$ cat src/rtl/nonconsecutive_monitor.sv
// nonconsecutive_monitor: recognises N_A gap-separated A symbols followed by C, flags protocol violations
module nonconsecutive_monitor #(
    parameter int N_A     = 2,
    parameter int MIN_GAP = 1,
    parameter int MAX_GAP = 7
) (
    input  logic       i_clk,
    input  logic       i_rstn,
    input  logic       i_valid,
    input  logic [1:0] i_symbol,
    output logic       o_busy,
    output logic       o_match,
    output logic       o_error,
    output logic [1:0] o_err_code,
    output logic       o_err_seen,
    output logic [7:0] o_match_count
);
    localparam int GW = $clog2(MAX_GAP + 2);
    localparam logic [1:0] SYM_NONE = 2'b00, SYM_A = 2'b01, SYM_B = 2'b10, SYM_C = 2'b11;
    localparam logic [1:0] GAP_LONG = 2'd0, GAP_SHORT = 2'd1, UNEXPECTED = 2'd2, ABORT = 2'd3;
    typedef enum logic [1:0] {IDLE, SEEK_A, EXPECT_C} state_t;
    state_t state, nxt_state;
    logic [3:0] a_cnt, nxt_a, a_inc;
    logic [GW-1:0] gap_cnt, nxt_gap, gap_inc;
    logic err, match;
    logic [1:0] code;
    always_comb begin
        a_inc   = a_cnt + 4'd1;
        gap_inc = (gap_cnt == GW'(MAX_GAP + 1)) ? gap_cnt : gap_cnt + 1'b1;
        nxt_state = state;
        nxt_a     = a_cnt;
        nxt_gap   = gap_cnt;
        err       = 1'b0;
        match     = 1'b0;
        code      = GAP_LONG;
        case (state)
            IDLE: if (i_valid && i_symbol == SYM_A) begin
                nxt_state = SEEK_A;
                nxt_a     = 4'd1;
                nxt_gap   = '0;
            end
            SEEK_A: begin
                if (!i_valid || i_symbol == SYM_NONE) begin
                    err  = 1'b1;
                    code = ABORT;
                end else if (i_symbol == SYM_B) begin
                    err     = gap_inc > GW'(MAX_GAP);
                    code    = GAP_LONG;
                    nxt_gap = gap_inc;
                end else if (i_symbol == SYM_A) begin
                    err       = gap_cnt < GW'(MIN_GAP);
                    code      = GAP_SHORT;
                    nxt_a     = a_inc;
                    nxt_gap   = '0;
                    nxt_state = (a_inc == 4'(N_A)) ? EXPECT_C : SEEK_A;
                end else begin
                    err  = 1'b1;
                    code = UNEXPECTED;
                end
            end
            EXPECT_C: begin
                match = i_valid && i_symbol == SYM_C;
                err   = !match;
                code  = (!i_valid || i_symbol == SYM_NONE) ? ABORT : UNEXPECTED;
            end
            default: nxt_state = IDLE;
        endcase
        if (err || match) begin
            nxt_state = IDLE;
            nxt_a     = '0;
            nxt_gap   = '0;
        end
    end
    always_ff @(posedge i_clk) begin
        if (!i_rstn) begin
            state         <= IDLE;
            a_cnt         <= '0;
            gap_cnt       <= '0;
            o_busy        <= 1'b0;
            o_match       <= 1'b0;
            o_error       <= 1'b0;
            o_err_code    <= 2'd0;
            o_err_seen    <= 1'b0;
            o_match_count <= 8'd0;
        end else begin
            state      <= nxt_state;
            a_cnt      <= nxt_a;
            gap_cnt    <= nxt_gap;
            o_busy     <= nxt_state != IDLE;
            o_match    <= match;
            o_error    <= err;
            o_err_seen <= o_err_seen | err;
            if (err)
                o_err_code <= code;
            if (match && o_match_count != 8'hFF)
                o_match_count <= o_match_count + 8'd1;
        end
    end
endmodule
$ cat config.mk
export PLATFORM = sky130hd
export DESIGN_NAME = nonconsecutive_monitor
export DESIGN_NICKNAME = d
export VERILOG_FILES = /design/src/rtl/nonconsecutive_monitor.sv
export SDC_FILE = /design/constraint.sdc
export NUM_CORES = 1
export LEC_CHECK = 0
export ABC_AREA = 1
export BUFFER_PORTS_ARGS = -buffer_cell sky130_fd_sc_hd__clkbuf_2
export CAP_MARGIN = 20
export CORE_AREA = 2 2 60 62
export CTS_BUF_LIST = sky130_fd_sc_hd__clkbuf_4
export DETAILED_ROUTE_END_ITERATION = 7
export DIE_AREA = 0 0 62 64
export GPL_TIMING_DRIVEN = 0
export SYNTH_ARGS = -nofsm -noshare
export SYNTH_HDL_FRONTEND = slang
export SYNTH_SLANG_ARGS = --single-unit
$ cat constraint.sdc
create_clock -name i_clk -period 1.7 [get_ports i_clk]
set_clock_uncertainty 0.05 [all_clocks]
set_input_delay 0 -clock i_clk [delete_from_list [all_inputs] [get_ports i_clk]]
set_output_delay 0 -clock i_clk [all_outputs]
set_load 0.05 [all_outputs]
## Word level (Yosys, flattened, before mapping)

Cells that the tools add are included.

- Add/sub/neg operators: 3
- Bitwise operators: 2
- Mux-type cells: 28
- Equality and inequality tests: 13
- Magnitude comparators: 2
- Reductions and logical operators: 14

Operator list:

| cell | number |
|---|---|
| $mux 4 | 9 |
| $mux 2 | 9 |
| $pmux 4 s2 | 2 |
| $add 4x1->4 const B | 2 |
| $add 8x1->8 const B | 1 |
| $ne 2x2->1 const B | 4 |
| $ne 8x8->1 const B | 1 |
| $eq 2x2->1 const B | 3 |
| $pmux 2 s3 | 1 |
| $mux 1 | 5 |
| $reduce_and 5->1 | 1 |
| $eq 2x1->1 const B | 2 |
| $eq 4x2->1 const B | 1 |
| $eq 4x4->1 const B | 1 |
| $gt 4x3->1 const B | 1 |
| $logic_not 2->1 | 2 |
| $lt 4x1->1 const B | 1 |
| $pmux 2 s2 | 1 |
| $reduce_and 4->1 | 1 |
| $reduce_bool 2->1 | 2 |
| $logic_and 1x1->1 | 3 |
| $ne 3x3->1 const B | 1 |
| $logic_not 1->1 | 2 |
| $logic_or 1x1->1 | 2 |
| 4 further kinds | 4 |

- Word-level logic and storage cells: 71
- Input port bits: 5
- Output and inout bits: 14
- Register bits after elaboration: 24

## Logic depth before layout (Yosys ltp)

Gate-level depths: netlist (run 1).

- Depth after elaboration: 9
- Depth in mapped cells: 12
- Depth with buffers taken out: 12

## Worst setup path after synthesis (run 1)

OpenSTA, ideal clock, no wires.

- Kind: flip-flop to flip-flop
- From: register o_match_count[1]
- To: register o_match_count[7]
- Buffers on the path: 0
- Clock period less this slack: 1,752 ps
- Setup time: 70 ps
- Path slack: -52 ps
- Stages on the path, launching flop included: 8
- Arrival time: 1,633 ps
- Data required time: 1,580 ps
- Cell sequence: dfxtp_1 -> ha_1 -> nand3_1 -> nor2_1 -> a21oi_4 -> inv_1 -> nand2_1 -> a21oi_1

- Longest elaborated chain between the ends: 2
- Elaborated cells between the ends (all ways): 3
- Those cells by class: add/sub (1); eq/ne (1); reduce/logical (1)

RTL lines:

| item | line | text |
|---|---|---|
| start, declared | 16 | `output logic [7:0] o_match_count` |
| start signal, assigned | 96 | `o_match_count <= o_match_count + 8'd1;` |
| branches (longest 2 deep; another with $add 8x1->8) | - |  |

Parallel ways; which one is timed is not known.
A chain may end at the register's enable or synchronous reset.

## Final worst setup path (run 1)

- From: register state[0]
- To: register gap_cnt[0]

- Longest elaborated chain between the ends: 4
- Elaborated cells between the ends (all ways): 13
- Those cells by class: eq/ne (5); mux (3); reduce/logical (5)

RTL lines:

| item | line | text |
|---|---|---|
| start, declared | 22 | `state_t state, nxt_state;` |
| start signal, assigned | 86 | `state <= nxt_state;` |
| $eq 2x2->1 / $eq 2x1->1 (equally long branches) | 36 | `case (state)` |
| $pmux 1 s2 / $mux 1 (equally long branches) | 36 |  |
| $logic_or 1x1->1 | 68 | `if (err \|\| match) begin` |
| $reduce_or 2->1 (no line) | - |  |
| end signal, assigned | 88 | `gap_cnt <= nxt_gap;` |
| end, declared | 24 | `logic [GW-1:0] gap_cnt, nxt_gap, gap_inc;` |

Several ways; a longest one is shown, not always the timed one.

==> results_dict.tcl, run 1 <==
set metrics [dict create \
    finalHoldViolCount 0 \
    clk_pin_slew_ns 0.14 \
    synth_top_area_share_pct 32.4 \
    intPower_uw 893 \
    tns_ns 0 \
    pwr-share-seq_pct 49.1 \
    num_rows 21 \
    slew_headroom_pct 73.6 \
    drt_wl_total_um 3080 \
    max_stage_delay_ns 0.41 \
    setup-violations-final 0 \
    clkPwrFrac_pct 33.8 \
    cp-start-kind "register" \
    boundaryPins 19 \
    crit_arrival_ns 1.79 \
    synth_nets 221 \
    finalPower_uw 1210 \
    ir_drop_v 0.000348 \
    final_nets 252 \
    synth_seq_cells 24 \
    antenna_left 0 \
    cts_tree "done" \
    drtIter0Drc 64 \
    ys.warnings.count 0 \
    top_layer "met4" \
    final_cell_mix "48 x nand2_1, 28 x inv_1, 19 x dfxtp_1" \
    avgSynthCellArea_um2 7.30 \
    path_cells "inv_1 > ha_2 > nand2_2 > nand2_1 > nor2_4 > inv_2 > o211ai_1 > nor2_2" \
    die_h_um 64 \
    min_period_over_period_pct 95.3 \
    initial_core_util_pct 45.1 \
    wl_met2_um 1600 \
    port_buffers 18 \
    insertion_delay_ns 0.32 \
    tightest_slew_ns 0.396 \
    fillCellCount 322 \
    drive_gt1_share_pct 27.0 \
    dp_hpwl_um 2330 \
    grt_max_degree 15 \
    min_period_ns 1.62 \
    grtUsageTotal_pct 16.5 \
    place_ws_ns -0.0997 \
    crit_fanout 7 \
    cts.path.max_buffers 2 \
    wl_met3_um 90 \
    crit_type "reg -> reg" \
    fmax_mhz 617 \
    dr.pass1.iters 4 \
    fp.dieArea_um2 3970 \
    switching_share_pct 26.3 \
    critPathSlowestCell "dfxtp_4" \
    grt_first_pass_wirelength_um 5130 \
    netlist_top_cells_area "dfxtp_1 32%, nand2_1 12%, ha_1 11%, inv_1 7.9%, nand3_1 5.1%" \
    area_growth_pct 21.6 \
    wl_met1_um 1350 \
    cts-buffers-inserted 3 \
    wl_per_cell_um 11.0 \
    layout_commonest_cell "nand2_1" \
    synth_area_leader_cell "dfxtp_1" \
    min_path_type "in -> reg" \
    root_buffer "clkbuf_4" \
    required_ns 1.86 \
    end_kind "register" \
    power_density_nw_per_um2 672 \
    n_antenna_cell 0 \
    gp_congestion 0.799 \
    vias 1330 \
    setup_ws_ns 0.0795 \
    drc_errors 0 \
    syn_area_um2 1480 \
    core_um2 3280 \
    htreeDepth 1 \
    p_switching_uw 318 \
    comb_power_share_pct 17.1 \
    p_leak_uw 0.000847 \
    grt_pass1_vias 1269 \
    antenna_found_initial 0 \
    ys_seq_area_share_pct 32.4 \
    clock_sinks 24 \
    grt_setup_unrepaired "yes" \
    drv_cap 0 \
    syn_inst 203 \
    status "complete, no violations" \
    dieWidth_um 62 \
    drv_slew 0 \
    vias_per_cell 4.77 \
    grt.overflow.total 0 \
    yosysUniqueCellTypes 27 \
]
[layout make-up]
class                      count  area [um2]  area share (%)
inverter                      33         126            7.01
tap                           46        57.6            3.19
clock buffer                   3        22.5            1.25
buffer                         2        18.8            1.04
timing repair buffer          25         150            8.33
clock inverter                 1        30.0            1.67
sequential                    24         489            27.2
multi-input combinational    145         907            50.3
[layer usage]
metal / vias up / global-route usage [%]
met2: 17 / 31.0
met3: 4 / 3.04
met1: 599 / 18.1
li1: 710 / -
met5: - / 0
met4: 0 / 3.99
[metrics by stage]
stage	hold WS, ns	util (%)	instances	cell area [um2]
3_3_place_gp	0.311	49.7	267	1630
6_report	0.219	54.9	279	1800
2_1_floorplan	0.119	-	203	1480
4_1_cts	0.221	52.8	276	1740
3_5_place_dp	0.317	49.7	267	1630
5_1_grt	0.264	54.9	279	1800
[power by group through the flow]
stage	sequential, uW	clock (uW)	combinational [uW]
2_1_floorplan	614	0	132
3_3_place_gp	605	0	180
3_5_place_dp	606	0	184
4_1_cts	594	419	193
5_1_grt	599	445	232
6_report	595	409	207
[registers in the layout (all words and copies together) (netlist names)]
name and cells:
a_cnt 4, gap_cnt 4, o_busy 1, o_err_code 2, o_err_seen 1, o_error 1
o_match 1, o_match_count 8, state 2
[critical path: cells and delay by family (launching register included)]
| family | cells | cell delay, ns |
|---|---|---|
| AO/OA/AOI/OAI | 1 | 0.21 |
| adder cells (fa/ha/maj) | 1 | 0.24 |
| buffers and inverters | 2 | 0.17 |
| flip-flops | 1 | 0.41 |
| AND/OR/NAND/NOR | 4 | 0.44 |
[cell families after synthesis]
kind of cell / Yosys count / share of synthesized area, %
fa+ha+maj: 13 / 11.0
xor+xnor: 2 / 1.18
simple gates: 97 / 31.6
compound gates: 32 / 14.4
buf+inv: 35 / 9.37
flops: 24 / 32.4
[cells in the mapped netlist]
master and instances:
buf_6 1, nor2_2 2, nor2_1 16, a21oi_1 12, o21bai_1 1, nand2_2 5
o211ai_4 1, o21bai_2 1, clkbuf_1 1, inv_1 31, clkinv_1 1, nor2_4 1
nand4_1 5, nand3_2 2, ha_1 13, a21oi_4 1, a21oi_2 4, dfxtp_1 24
o211ai_1 1, xnor2_1 1, nand3_4 2, inv_2 1, o21ai_0 11, nand2_1 48
nand2_4 1, xor2_1 1, nand3_1 15
[final timing paths]
| path | from | endpoint | slack [ns] | depth (start not counted) |
|---|---|---|---|---|
| worst max-delay path | state[0]$_SDFF_PN0_ | gap_cnt[0]$_SDFFE_PP0P_ | 0.08 | 8 |
| worst min-delay path | i_symbol[0] | o_err_code[0]$_SDFFE_PN0P_ | 0.22 | 6 |
| worst max register to register | state[0]$_SDFF_PN0_ | gap_cnt[0]$_SDFFE_PP0P_ | 0.08 | 8 |
| worst min register to register | o_err_seen$_SDFF_PN0_ | o_err_seen$_SDFF_PN0_ | 0.42 | 2 |
[what timing repair did]
item,in CTS,in global routing
endpoints found under the setup margin,14,21
hold buffers,3,0
cloned,0,1
buffers inserted,2,2
hold endpoints to repair,4,0
gates resized for setup,5,13
pin swaps,1,5
(Power assumes the default switching activity.)
==> run 2, diff against run 1 <==
Settings changed: BUFFER_PORTS_ARGS -buffer_cell sky130_fd_sc_hd__clkbuf_2 to -buffer_cell sky130_fd_sc_hd__buf_2.
==> results_dict.tcl, run 2 (synthesis gave the netlist of run 1 again) <==
set metrics [dict create \
    clock_sinks 24 \
    min_period_over_period_pct 93.7 \
    antenna_found_initial 0 \
    port_buffers 18 \
    drv_cap 0 \
    finalHoldViolCount 0 \
    crit_type "reg -> reg" \
    cts-buffers-inserted 3 \
    final_nets 252 \
    layout_commonest_cell "nand2_1" \
    dieWidth_um 62 \
    drc_errors 0 \
    core_um2 3280 \
    num_rows 21 \
    drv_slew 0 \
    pwr-share-seq_pct 56.8 \
    holdWs_ns 0.236 \
    clk_pin_slew_ns 0.13 \
    wl_per_cell_um 10.9 \
    grt_pass1_vias 1312 \
    ir_drop_v 0.000352 \
    cp-start-kind "register" \
    antenna_left 0 \
    switching_share_pct 29.9 \
    setup_ws_ns 0.107 \
    dp_hpwl_um 2350 \
    htreeDepth 1 \
    fmax_mhz 628 \
    final_cell_mix "48 x nand2_1, 29 x inv_1, 19 x dfxtp_1" \
    end_kind "register" \
    boundaryPins 19 \
    grt_max_degree 14 \
    dr.pass1.iters 4 \
    grt_setup_unrepaired "no" \
    drt_wl_total_um 3050 \
    drtIter0Drc 35 \
    power_density_nw_per_um2 595 \
    setup-violations-final 0 \
    cts_tree "done" \
    intPower_uw 735 \
    grtUsageTotal_pct 16.8 \
    initial_core_util_pct 45.1 \
    n_antenna_cell 0 \
    slew_headroom_pct 74.4 \
    grt_first_pass_wirelength_um 5150 \
    crit_arrival_ns 1.80 \
    place_ws_ns -0.0779 \
    die_h_um 64 \
    comb_power_share_pct 18.9 \
    insertion_delay_ns 0.32 \
    reg_top3 "o_match_count (8), a_cnt (4), gap_cnt (4)" \
    gp_congestion 0.801 \
    grt.overflow.total 0 \
    crit_fanout 10 \
    p_switching_uw 314 \
    min_period_ns 1.59 \
    status "complete, no violations" \
    root_buffer "clkbuf_4" \
    min_path_type "in -> reg" \
    tns_ns 0 \
    final_util_pct 53.6 \
    vias 1364 \
    largest_reg_flops 8 \
    cts.path.max_buffers 2 \
    clkPwrFrac_pct 24.4 \
    vias_per_cell 4.89 \
    required_ns 1.90 \
    tightest_slew_ns 0.385 \
    largest_register "o_match_count" \
    p_leak_uw 0.000843 \
    fp.dieArea_um2 3970 \
    drive_gt1_share_pct 26.2 \
    area_growth_pct 18.9 \
]
run 2: cell types whose count changed in the layout (fill, tap and decap cells not counted), sizes merged:
cell    change
clkinv      +1
clkbuf     -18
bufinv      -1
buf        +18
run 2: area by class of cell:
class / instances / area, um2
flip-flops and latches: 24 / 489
clock buffers: 3 / 22.5
fillers: 341 / 1520
clock inverters: 1 / 3.75
well taps: 46 / 57.6
inverters: 33 / 126
repair buffers: 25 / 150
plain buffers: 2 / 15.0
multi-input cells: 145 / 897
run 2: repair_timing:
item	in CTS	in global routing
setup endpoints to repair	13	14
resized for setup	5	10
cloned	0	1
pin swaps	1	2
setup buffers	1	3
hold endpoints to repair	7	0
hold buffers	3	0
run 2: final timing paths:
path	start	endpoint	slack, ns	cells past startpoint
worst max-delay path	state[1]$_SDFF_PN0_	gap_cnt[0]$_SDFFE_PP0P_	0.11	10
worst min-delay path	i_symbol[0]	o_err_code[0]$_SDFFE_PN0P_	0.24	6
worst max register to register	state[1]$_SDFF_PN0_	gap_cnt[0]$_SDFFE_PP0P_	0.11	10
worst min register to register	o_err_seen$_SDFF_PN0_	o_err_seen$_SDFF_PN0_	0.42	2
run 2: power groups by stage:
stage,Combinational [uW],Sequential (uW),Clock (uW)
3_5_place_dp,185,607,0
2_1_floorplan,132,614,0
4_1_cts,193,595,269
3_3_place_gp,180,605,0
5_1_grt,224,598,296
6_report,198,595,255
run 2: critical path: stages, from the launching register on:
cell and delay, ns:
dfxtp_2 0.35, inv_1 0.06, ha_2 0.19, buf_6 0.15, nand2_2 0.09, nand2_1 0.06, clkinv_1 0.05, nand3_2 0.12
nand2_4 0.13, nand3_4 0.15, nor2_1 0.13
run 2: metrics by stage:
stage,power [uW],cell area (um2),instances
2_1_floorplan,746,1480,203
3_3_place_gp,785,1630,267
3_5_place_dp,792,1630,267
4_1_cts,1060,1700,275
5_1_grt,1120,1760,279
6_report,1050,1760,279
run 2: routing by layer:
| metal | vias to the layer above | global-route usage, % | share of wire [%] |
|---|---|---|---|
| met3 | 5 | 3.64 | 4.1 |
| met4 | 0 | 5.32 | 1.4 |
| li1 | 712 | - | - |
| met2 | 24 | 32.0 | 53 |
| met5 | - | 0 | 0 |
| met1 | 623 | 16.9 | 41 |
